$ cat src/rtl/proj_switch_mux.sv
// Sequenced multi-project input multiplexer: routes clock, reset and input bus to one
// project, running a drain / park / reset handover whenever the selection changes.
module proj_switch_mux #(
    parameter int NUM_DESIGNS  = 8,
    parameter int SEL_BITS     = 3,
    parameter int INPUT_BITS   = 8,
    parameter int DRAIN_CYCLES = 2,
    parameter int RST_CYCLES   = 4
) (
    input  logic                              clk,
    input  logic                              rst,
    input  logic [SEL_BITS-1:0]               sel,
    input  logic                              rst_n_in,
    input  logic [INPUT_BITS-1:0]             in,
    output logic [NUM_DESIGNS-1:0]            proj_clk,
    output logic [NUM_DESIGNS-1:0]            proj_rst_n,
    output logic [NUM_DESIGNS*INPUT_BITS-1:0] proj_in,
    output logic [SEL_BITS-1:0]               active_sel,
    output logic                              busy,
    output logic [1:0]                        dbg_state
);

    typedef enum logic [1:0] {
        ST_RUN    = 2'd0,
        ST_DRAIN  = 2'd1,
        ST_SWITCH = 2'd2,
        ST_RESET  = 2'd3
    } state_t;

    localparam int CNT_MAX = ((DRAIN_CYCLES > RST_CYCLES) ? DRAIN_CYCLES : RST_CYCLES) - 1;
    localparam int CNT_W   = (CNT_MAX < 1) ? 1 : $clog2(CNT_MAX + 1);
    localparam logic [CNT_W-1:0]    DRAIN_LOAD = CNT_W'(DRAIN_CYCLES - 1);
    localparam logic [CNT_W-1:0]    RST_LOAD   = CNT_W'(RST_CYCLES - 1);
    localparam logic [SEL_BITS:0]   NUM_SEL    = (SEL_BITS + 1)'(NUM_DESIGNS);
    localparam logic [NUM_DESIGNS-1:0] EN_ONE  = NUM_DESIGNS'(1);

    state_t                  r_state;
    logic [SEL_BITS-1:0]     r_cur;
    logic [SEL_BITS-1:0]     r_target;
    logic [CNT_W-1:0]        r_cnt;
    logic [NUM_DESIGNS-1:0]  r_clk_en;

    state_t                  w_state_nxt;
    logic [SEL_BITS-1:0]     w_cur_nxt;
    logic [SEL_BITS-1:0]     w_target_nxt;
    logic [CNT_W-1:0]        w_cnt_nxt;
    logic [NUM_DESIGNS-1:0]  w_clk_en_nxt;
    logic                    w_sel_valid;
    logic                    w_sel_change;
    logic [NUM_DESIGNS-1:0]              w_proj_rst_n;
    logic [NUM_DESIGNS*INPUT_BITS-1:0]   w_proj_in;

    // Out-of-range selects are dropped so a bad pad setting cannot start a handover.
    assign w_sel_valid  = ({1'b0, sel} < NUM_SEL);
    assign w_sel_change = (sel != r_cur) && w_sel_valid;

    always_ff @(posedge clk) begin
        if (rst) begin
            r_state  <= ST_RESET;
            r_cur    <= '0;
            r_target <= '0;
            r_cnt    <= RST_LOAD;
            r_clk_en <= EN_ONE;
        end else begin
            r_state  <= w_state_nxt;
            r_cur    <= w_cur_nxt;
            r_target <= w_target_nxt;
            r_cnt    <= w_cnt_nxt;
            r_clk_en <= w_clk_en_nxt;
        end
    end

    always_comb begin
        w_state_nxt  = r_state;
        w_cur_nxt    = r_cur;
        w_target_nxt = r_target;
        w_cnt_nxt    = r_cnt;
        w_clk_en_nxt = r_clk_en;
        case (r_state)
            ST_RUN: begin
                if (w_sel_change) begin
                    w_state_nxt  = ST_DRAIN;
                    w_target_nxt = sel;
                    w_cnt_nxt    = DRAIN_LOAD;
                end
            end
            ST_DRAIN: begin
                if (r_cnt == '0) begin
                    w_state_nxt  = ST_SWITCH;
                    w_clk_en_nxt = '0;
                end else begin
                    w_cnt_nxt = r_cnt - 1'b1;
                end
            end
            ST_SWITCH: begin
                w_state_nxt  = ST_RESET;
                w_cur_nxt    = r_target;
                w_clk_en_nxt = EN_ONE << r_target;
                w_cnt_nxt    = RST_LOAD;
            end
            ST_RESET: begin
                if (r_cnt == '0) begin
                    w_state_nxt = ST_RUN;
                end else begin
                    w_cnt_nxt = r_cnt - 1'b1;
                end
            end
            default: begin
                w_state_nxt  = ST_RESET;
                w_cur_nxt    = '0;
                w_target_nxt = '0;
                w_cnt_nxt    = RST_LOAD;
                w_clk_en_nxt = EN_ONE;
            end
        endcase
    end

    // Enables only move on a rising edge while clk is high, so OR-gating cannot glitch.
    assign proj_clk = {NUM_DESIGNS{clk}} | ~r_clk_en;

    always_comb begin
        w_proj_rst_n = '0;
        w_proj_in    = '0;
        for (int i = 0; i < NUM_DESIGNS; i++) begin
            if ((r_state == ST_RUN) && (int'(r_cur) == i)) begin
                w_proj_rst_n[i]                       = rst_n_in;
                w_proj_in[i*INPUT_BITS +: INPUT_BITS] = in;
            end
        end
    end

    assign proj_rst_n = w_proj_rst_n;
    assign proj_in    = w_proj_in;
    assign active_sel = r_cur;
    assign busy       = (r_state != ST_RUN);
    assign dbg_state  = r_state;

endmodule

$ cat config.mk
export PLATFORM = sky130hd
export DESIGN_NAME = proj_switch_mux
export DESIGN_NICKNAME = d
export VERILOG_FILES = /design/src/rtl/proj_switch_mux.sv
export SDC_FILE = /design/constraint.sdc
export NUM_CORES = 1
export LEC_CHECK = 0
export ABC_AREA = 1
export BUFFER_PORTS_ARGS = -buffer_cell sky130_fd_sc_hd__buf_2
export CAP_MARGIN = 20
export CORE_ASPECT_RATIO = 0.5
export CORE_UTILIZATION = 35
export CTS_CLUSTER_SIZE = 30
export DETAILED_ROUTE_END_ITERATION = 8
export GPL_TIMING_DRIVEN = 0
export PLACE_DENSITY = 0.72
export RECOVER_POWER = 50
export SETUP_SLACK_MARGIN = 0.05
export SKIP_LAST_GASP = 1
export SLEW_MARGIN = 20
export SYNTH_ARGS = -nofsm -noshare
export SYNTH_HDL_FRONTEND = slang
export SYNTH_SLANG_ARGS = --single-unit
$ cat constraint.sdc
create_clock -name clk -period 1.5 [get_ports clk]
set_input_delay 0.225 -clock clk [delete_from_list [all_inputs] [get_ports clk]]
set_output_delay 0.225 -clock clk [all_outputs]
set_load 0.005 [all_outputs]
==> results.ini, run 1 <==
[timing]
setup_viol=79
finClkSkew_ns=0.209
max_freq_ghz=0.575
max_slew_margin_pct=74.2
drv_slew=0
hold_violations=0
hold_ws_ns=0.0843
worst_pin_slew_ns=0.386
fin_ws_ns=-0.240
rsz0062_at_grt=true
min_period_ns=1.74
fin_crit_sh_pct=116

[worst_setup_path]
crit_buf_inv=4
required_ns=1.27
end_kind=output pin
critPathMaxFanout=7
crit_type=flip-flop to output pin
reg2reg_from=dbg_state[1]$_SDFFE_PP1P_
crit_chain=inv_4 > ha_4 > inv_2 > nor2_4 > buf_12 > nand2_4 > nor2_1 > buf_2
cp_data_arrival_time_ns=1.52
crit_start=dbg_state[1]$_SDFFE_PP1P_
cpMaxStageDelayCell=dfxtp_4
slowest_delay_ns=0.35
cp-start-kind=flip-flop
critPathTopFamily=buffers and inverters

[cts]
cts_tree=built
cts-htree-levels=1
cts_made_buffers=3
clk_latency_ns=0.44
clockRootBuffer=clkbuf_8
clk_pin_slew_ns=0.04
cts_buffer_depth=2

[synthesis]
ys_seq_area_share_pct=27.2
synth_area_per_cell_um2=6.02
ys_top_cells_by_count=nor2_1 (78), nand2_1 (29), inv_1 (26)
synth_most_common_cell=nor2_1
yosysWarnings=0
syn-cell-area_um2=1320
netlist_top_cells_area=dfxtp_1 (27%), nor2_1 (22%), nand2_1 (8.2%)
synth-edff-count=0
synth-seq-cells=18
yosysTopAreaCellShare_pct=27.2
synth_flop_cell=dfxtp_1
syn-num-nets=240
ys_async_sr_fraction_pct=0
yosys.area.top_type=dfxtp_1
syn_inst=220
ys_types=23

[routing]
first_iter_violations=62
dr_wl_met2_um=2690
viasPerCell=4.82
routed.top_layer=met4
ant_nets=0
wl_per_cell_um=12.6
via_count=1965
drc_errors=0
drt-met1-wl_um=2070
routed-wl-met3_um=323
wl_um=5150
first_pass_iters=4

[grt]
grt.total_usage_pct=23.3
grt-ovfl-total=0
antenna_found_initial=0
grt_max_degree=11
grt_pass1_wl_um=7230
grt_pass1_vias=1723

[floorplan]
die_h_um=45.5
dieArea_um2=4050
start_util_pct=37.5
die_x_um=89.0
core_um2=3530
io_pins=100
row_count=15

[cells_and_area]
drive_gt1_share_pct=55.2
area_delta_synth_final_pct=91.5
n_antenna_cell=0
nNetsFinal=378
fillers=251
stdcell_area_um2=2530

[run]
cap_viol_max_count=0

[power]
total_power_mw=3.60
cellPowerDensity_nw_per_um2=1420
p_leak_nw=1.46
p_switching_mw=1.53
switching_share_pct=42.4
pwr-share-clk_pct=34.5
p_int_mw=2.07
power_frac_seq_pct=24.3
ir_worst_vdd_v=0.000837
p_comb_share_pct=41.2

[placement]
gp_congestion=0.824
io_buffer_count=99
hpwl_um=3170
placed_cell_area_um2=1890

[status]
violations=negative setup slack
status=finished, violations left

[worst_hold_path]
hold_path_startpoint=sel[1]
hp-class=input port to flip-flop

registers in the layout (all words and copies together) (netlist names):
name	count
active_sel	3
dbg_state	2
r_clk_en	8
r_cnt	2
r_target	3
kinds of logic after synthesis:
logic type	count (synthesis)	synth area share, %
simple gates	137	44.1
buf+inv	30	9.45
compound gates	28	12.3
flops	18	27.2
fa+ha+maj	6	5.67
xor+xnor	1	1.23
metal layers:
layer,up-vias,GRT usage [%]
li1,974,-
met1,903,25.5
met2,80,43.8
met3,8,6.88
met4,0,9.21
met5,-,0
timing repair:
item,4_1_cts,5_1_grt
endpoints found under the hold margin,2,0
gates cloned,6,1
gates resized for setup,56,42
endpoints found under the setup margin,91,82
setup buffers,16,3
pin swaps,11,6
hold buffers,1,0
final cells by class:
type,count,area (um2),share of cell area [%]
multi-input cells,178,1130,44.7
repair buffers,105,592,23.3
flip-flops and latches,18,374,14.8
clock buffers,18,185,7.31
inverters,26,119,4.69
well taps,51,63.8,2.52
clock inverters,9,37.5,1.48
plain buffers,3,30.0,1.18
power groups by stage:
stage / logic, mW / clock network, mW / registers [mW]
floorplan: 0.680 / 0.102 / 0.793
global placement: 0.891 / 0.173 / 0.814
detailed placement: 0.922 / 0.173 / 0.821
CTS: 1.30 / 1.17 / 0.855
global route: 1.61 / 1.35 / 0.902
finish: 1.48 / 1.24 / 0.875
placed cells by master (no fill, tap or decap), types with 4 or more instances in the layout:
master   netlist  routed
a21oi_1       11      11
buf_2          1      98
buf_4          1      15
buf_6          1       7
dfxtp_1       18      13
ha_1           6       4
inv_1         26      24
inv_2          1       5
nand2_1       29      24
nand2_2        8       4
nand2_4        0       9
nand2_8        0       6
nand3_1       16      16
nor2_1        78      49
nor2_2         0      23
nor2_4         1       7
o21ai_0       11       8
o21ai_1        1       4
metrics by stage:
step	cells	worst slack, ns	utilization [%]	TNS, ns
4_1_cts	404	-0.129	66.7	-7.83
3_5_place_dp	370	-0.186	53.4	-10.96
5_1_grt	408	-0.270	71.8	-13.99
2_1_floorplan	220	0.0699	-	0
3_3_place_gp	370	-0.187	53.4	-8.33
6_report	408	-0.240	71.8	-9.14
worst paths after layout:
path / end / depth (start not counted) / slack, ns
max: proj_in[0] / 8 / -0.24
min: r_target[1]$_SDFFE_PP0P_ / 3 / 0.08
max reg2reg: dbg_state[1]$_SDFFE_PP1P_ / 8 / 0.10
min reg2reg: r_cnt[1]$_SDFFE_PP1P_ / 2 / 0.47
worst register-to-register path, cell delays in order (launching register included):
cell,delay (ns)
dfxtp_4,0.35
inv_4,0.04
buf_4,0.12
buf_4,0.13
ha_2,0.20
o21bai_1,0.21
nand2_1,0.11
nand2_1,0.07
nand3_1,0.06
No activity file was read; power rests on OpenSTA's default activity.
==> run 2: changes to the inputs <==
Settings changed: CORE_MARGIN set to 3.
==> results.ini, run 2 (synthesized netlist as in run 1, its figures left out) <==
[routing]
ant_nets=0
viasPerCell=4.76
drt-met1-wl_um=1960
drc_errors=0
wl_per_cell_um=12.4
wl_um=5030
routed.top_layer=met4
routed-wl-met3_um=400
first_pass_iters=4
dr_wl_met2_um=2550
first_iter_violations=60
via_count=1925

[power]
power_frac_seq_pct=23.4
ir_worst_vdd_v=0.000960
pwr-share-clk_pct=39.1
p_int_mw=2.22
p_comb_share_pct=37.5
cellPowerDensity_nw_per_um2=1490
switching_share_pct=39.8
p_switching_mw=1.47
p_leak_nw=1.41

[cells_and_area]
multi_input_area_um2=1070
layout.cells.non_filler=404
fillers=281
area_delta_synth_final_pct=86.5
stdcell_area_um2=2470
largest_register_ffs=8
final_common_cell=buf_2
n_antenna_cell=0
ff_latch_area_um2=374
post-route-util_pct=70.0
most-common-layout-cells=buf_2 (98), nor2_1 (53), nand2_1 (24), inv_1 (22), nor2_2 (21)
nNetsFinal=374
drive_gt1_share_pct=55.0
top_register=r_clk_en

[floorplan]
start_util_pct=37.5
die_x_um=93.0
row_count=15
core_um2=3530
dieArea_um2=4600
die_h_um=49.5
io_pins=100

[worst_setup_path]
cpMaxStageDelayCell=dfxtp_4
cp_data_arrival_time_ns=1.41
rrSetupSlack_ns=0.11
cp-start-kind=flip-flop
critPathMaxFanout=9
rr_endpoint=r_clk_en[6]$_SDFFE_PP0P_
end_kind=output pin
reg2reg_from=dbg_state[0]$_SDFFE_PP1P_
crit_chain=inv_4 > ha_4 > nand2_1 > clkinv_4 > nand2_4 > nor2_1 > buf_2
rr_worst_depth=6
slowest_delay_ns=0.36
crit_type=flip-flop to output pin
crit_start=dbg_state[0]$_SDFFE_PP1P_
required_ns=1.27

[worst_hold_path]
hold_path_startpoint=sel[0]
hold_depth=3
min_delay_worst_endpoint=r_target[0]$_SDFFE_PP0P_
hp-class=input port to flip-flop

[cts]
cts_buffer_depth=2
cts-htree-levels=1
clk_pin_slew_ns=0.05
cts_made_buffers=3
clk_latency_ns=0.46
clockRootBuffer=clkbuf_8
cts_tree=built

[timing]
min_period_ns=1.63
fin_crit_sh_pct=109
setup_viol=80
finClkSkew_ns=0.212
hold_ws_ns=0.0767
max_freq_ghz=0.612
rsz0062_at_grt=true
drv_slew=0
hold_violations=0
fin_setup_tns_ns=-7.87
worst_pin_slew_ns=0.323
fin_ws_ns=-0.133
max_slew_margin_pct=78.2

[grt]
grt_pass1_wl_um=8090
grt_pass1_vias=1867
grt_max_degree=11
antenna_found_initial=0
grt.total_usage_pct=21.6
grt-ovfl-total=0

[placement]
dp_cells=370
placed_cell_area_um2=1890
io_buffer_count=99
gp_congestion=0.819
hpwl_um=3460

[status]
violations=negative setup slack
status=finished, violations left

[run]
cap_viol_max_count=0

run 2: worst max path at each step:
stage                  endpoint  cells past startpoint
floorplan           proj_in[10]                      6
global placement    proj_in[10]                      7
detailed placement  proj_in[10]                      7
CTS                 proj_in[23]                      8
global route        proj_in[12]                      8
finish              proj_in[37]                      7
run 2: layer usage:
layer	track usage [%]	vias to the layer above
met2	39.0	77
met1	21.8	870
met3	7.77	12
met4	11.9	0
li1	-	966
met5	0	-
run 2: through the flow:
step	power (mW)	worst slack, ns
after CTS	3.40	-0.122
after global placement	1.88	-0.165
after detailed placement	1.91	-0.183
final	3.69	-0.133
after floorplan	1.58	0.0699
after global routing	3.98	-0.226
run 2: cell type report:
type / count / area share [%]
multi-input combinational: 174 / 43.3
tap: 51 / 2.58
inverter: 26 / 4.36
timing repair buffer: 104 / 23.1
buffer: 3 / 1.22
clock buffer: 20 / 9.07
sequential: 18 / 15.2
clock inverter: 8 / 1.22
run 2: repair_timing:
action / CTS / global route
endpoints found under the hold margin: 3 / 0
pin swaps: 4 / 5
resized for setup: 43 / 46
gates cloned: 3 / 0
hold buffers: 1 / 0
setup endpoints to repair: 91 / 85
setup buffers: 15 / 4
run 2: power groups by stage:
stage	clock [mW]	sequential (mW)	combinational, mW
4_1_cts	1.34	0.840	1.22
5_1_grt	1.56	0.889	1.53
2_1_floorplan	0.102	0.793	0.680
3_5_place_dp	0.173	0.820	0.918
3_3_place_gp	0.173	0.815	0.896
6_report	1.44	0.862	1.38
run 2: critical path, delay by kind of cell, from the launching register on:
family | cells | cell delay [ns]
fa+ha+maj | 1 | 0.15
buf+inv | 3 | 0.31
flops | 1 | 0.36
simple gates | 3 | 0.33
==> run 3: changes to the inputs <==
Settings changed: ABC_AREA 1 to unset, PLACE_DENSITY 0.72 to 0.69.
==> results.ini, run 3 <==
[status]
status=finished, violations left
violations=negative setup slack

[worst_setup_path]
slowest_delay_ns=0.36
end_kind=output pin
critPathMaxFanout=8
rrSetupSlack_ns=-0.06
cpMaxStageDelayCell=dfxtp_4
crit_chain=inv_4 > ha_4 > nand2_8 > nor3_4 > and2_1 > buf_2
cp_data_arrival_time_ns=1.64
crit_type=flip-flop to output pin
cp-start-kind=flip-flop
required_ns=1.27

[worst_hold_path]
hp-class=input port to flip-flop

[floorplan]
io_pins=100
die_h_um=52.1
core_um2=4000
die_x_um=98.3
row_count=16
dieArea_um2=5120
start_util_pct=37.2

[cells_and_area]
area_delta_synth_final_pct=93.5
drive_gt1_share_pct=61.2
nNetsFinal=348
n_antenna_cell=0
top_register=r_clk_en
largest_register_ffs=8
final_common_cell=buf_2
most-common-layout-cells=buf_2 (77), and2_1 (59), buf_6 (31)
stdcell_area_um2=2880

[power]
switching_share_pct=34.7
p_switching_mw=1.05
cellPowerDensity_nw_per_um2=1050
p_int_mw=1.98
p_leak_nw=1.38
power_frac_seq_pct=21.0
pwr-share-clk_pct=35.9
ir_worst_vdd_v=0.000789
p_comb_share_pct=43.1

[placement]
placed_cell_area_um2=2090
io_buffer_count=99
hpwl_um=3330
gp_congestion=0.808

[timing]
hold_violations=0
min_period_ns=1.86
drv_slew=0
finClkSkew_ns=0.00177
setup_viol=78
fin_crit_sh_pct=124
max_freq_ghz=0.536
fin_ws_ns=-0.365
fin_setup_tns_ns=-21.72
rsz0062_at_grt=true
worst_pin_slew_ns=0.609
max_slew_margin_pct=59.4

[synthesis]
synth_area_per_cell_um2=7.68
yosysTopAreaCellShare_pct=30.2
yosysWarnings=0
syn-num-nets=214
ys_seq_area_share_pct=24.2
synth_flop_cell=dfxtp_1
ys_top_cells_by_count=and2_1 (72), dfxtp_1 (18), nand2b_1 (18)
netlist_top_cells_area=and2_1 (30%), dfxtp_1 (24%), nand2b_1 (7.6%)
synth-seq-cells=18
synth-edff-count=0
syn_inst=194
synth_most_common_cell=and2_1
ys_async_sr_fraction_pct=0
ys_types=28
yosys.area.top_type=and2_1
syn-cell-area_um2=1490

[routing]
wl_um=5860
via_count=1907
drc_errors=0
wl_per_cell_um=15.4
first_iter_violations=72
first_pass_iters=4
viasPerCell=5.01
ant_nets=0

[cts]
cts_tree=built
clk_latency_ns=0.36
postCtsHoldBufs=0
clk_pin_slew_ns=0.07

[grt]
grt_pass1_vias=1778
grt.total_usage_pct=21.5
grt_max_degree=11
antenna_found_initial=0
grt_pass1_wl_um=8580
grt-ovfl-total=0

[run]
cap_viol_max_count=0

## run 3: changes by cell type after synthesis, moves of 11 or more
cell,change
nor2_1,-65
nand3_1,-14
and2_1,+72
nand2_1,-16
nand2b_1,+18
inv_1,-21
o21ai_0,-11
## run 3: routing by layer
metal  GRT usage (%)  vias up  wire (um)
met1            21.8      893       2280
met5               0        -          0
met4            13.6        0        132
met2            38.7       84       3050
met3            7.63       18        399
li1                -      912          -
## run 3: metrics by stage
step / hold WS, ns / total power, mW / std cells / setup slack, ns / util, %
finish: 0.157 / 3.02 / 381 / -0.365 / 72.0
CTS: 0.148 / 2.79 / 378 / -0.341 / 66.6
detailed placement: 0.389 / 1.53 / 347 / -0.424 / 52.2
global placement: 0.389 / 1.50 / 347 / -0.405 / 52.2
global route: 0.165 / 3.17 / 381 / -0.423 / 72.0
floorplan: 0.316 / 1.30 / 194 / 0.0444 / -
## run 3: timing repair
action,CTS,global route
gates cloned,6,0
pin swaps,42,43
buffers inserted,18,3
endpoints found under the setup margin,84,94
resized for setup,64,49
## run 3: area by class of cell
class                      count  area (um2)
buffer                         3        15.0
clock buffer                  16         203
fill                         277        1120
inverter                       5        26.3
multi-input combinational    173        1460
sequential                    18         377
tap                           54        67.6
timing repair buffer         112         734
## run 3: cell families (layout without fill, tap and decap cells)
logic type	count (synthesis)	after routing	synth area share (%)
adders and majority gates	6	6	5.04
muxes	11	11	7.47
buffers and inverters	9	136	2.44
AOI/OAI and AO/OA	16	16	8.31
xor gates and xnor gates	3	3	1.76
DFF	18	18	24.2
and+or+nand+nor	131	137	50.8
## run 3: final timing paths
check	cells past startpoint	startpoint	to
hold / removal	3	sel[0]	r_target[0]$_SDFFE_PP0P_
hold reg to reg	2	r_clk_en[2]$_SDFFE_PP0P_	r_clk_en[2]$_SDFFE_PP0P_
setup / recovery	6	dbg_state[0]$_SDFFE_PP1P_	proj_in[14]
setup reg to reg	7	dbg_state[1]$_SDFFE_PP1P_	r_clk_en[7]$_SDFFE_PP0P_
## run 3: critical path: cells and delay by family, from the launching register on
kind          cells  cell delay, ns
flops             1            0.36
buf+inv           2            0.18
simple gates      3            0.55
fa+ha+maj         1            0.19
## run 3: power groups by stage
stage / Sequential (mW) / Combinational (mW) / Clock, mW
after floorplan: 0.646 / 0.575 / 0.0792
after detailed placement: 0.661 / 0.766 / 0.102
after CTS: 0.627 / 1.12 / 1.05
after global routing: 0.644 / 1.38 / 1.14
final: 0.635 / 1.30 / 1.09
after global placement: 0.656 / 0.742 / 0.102
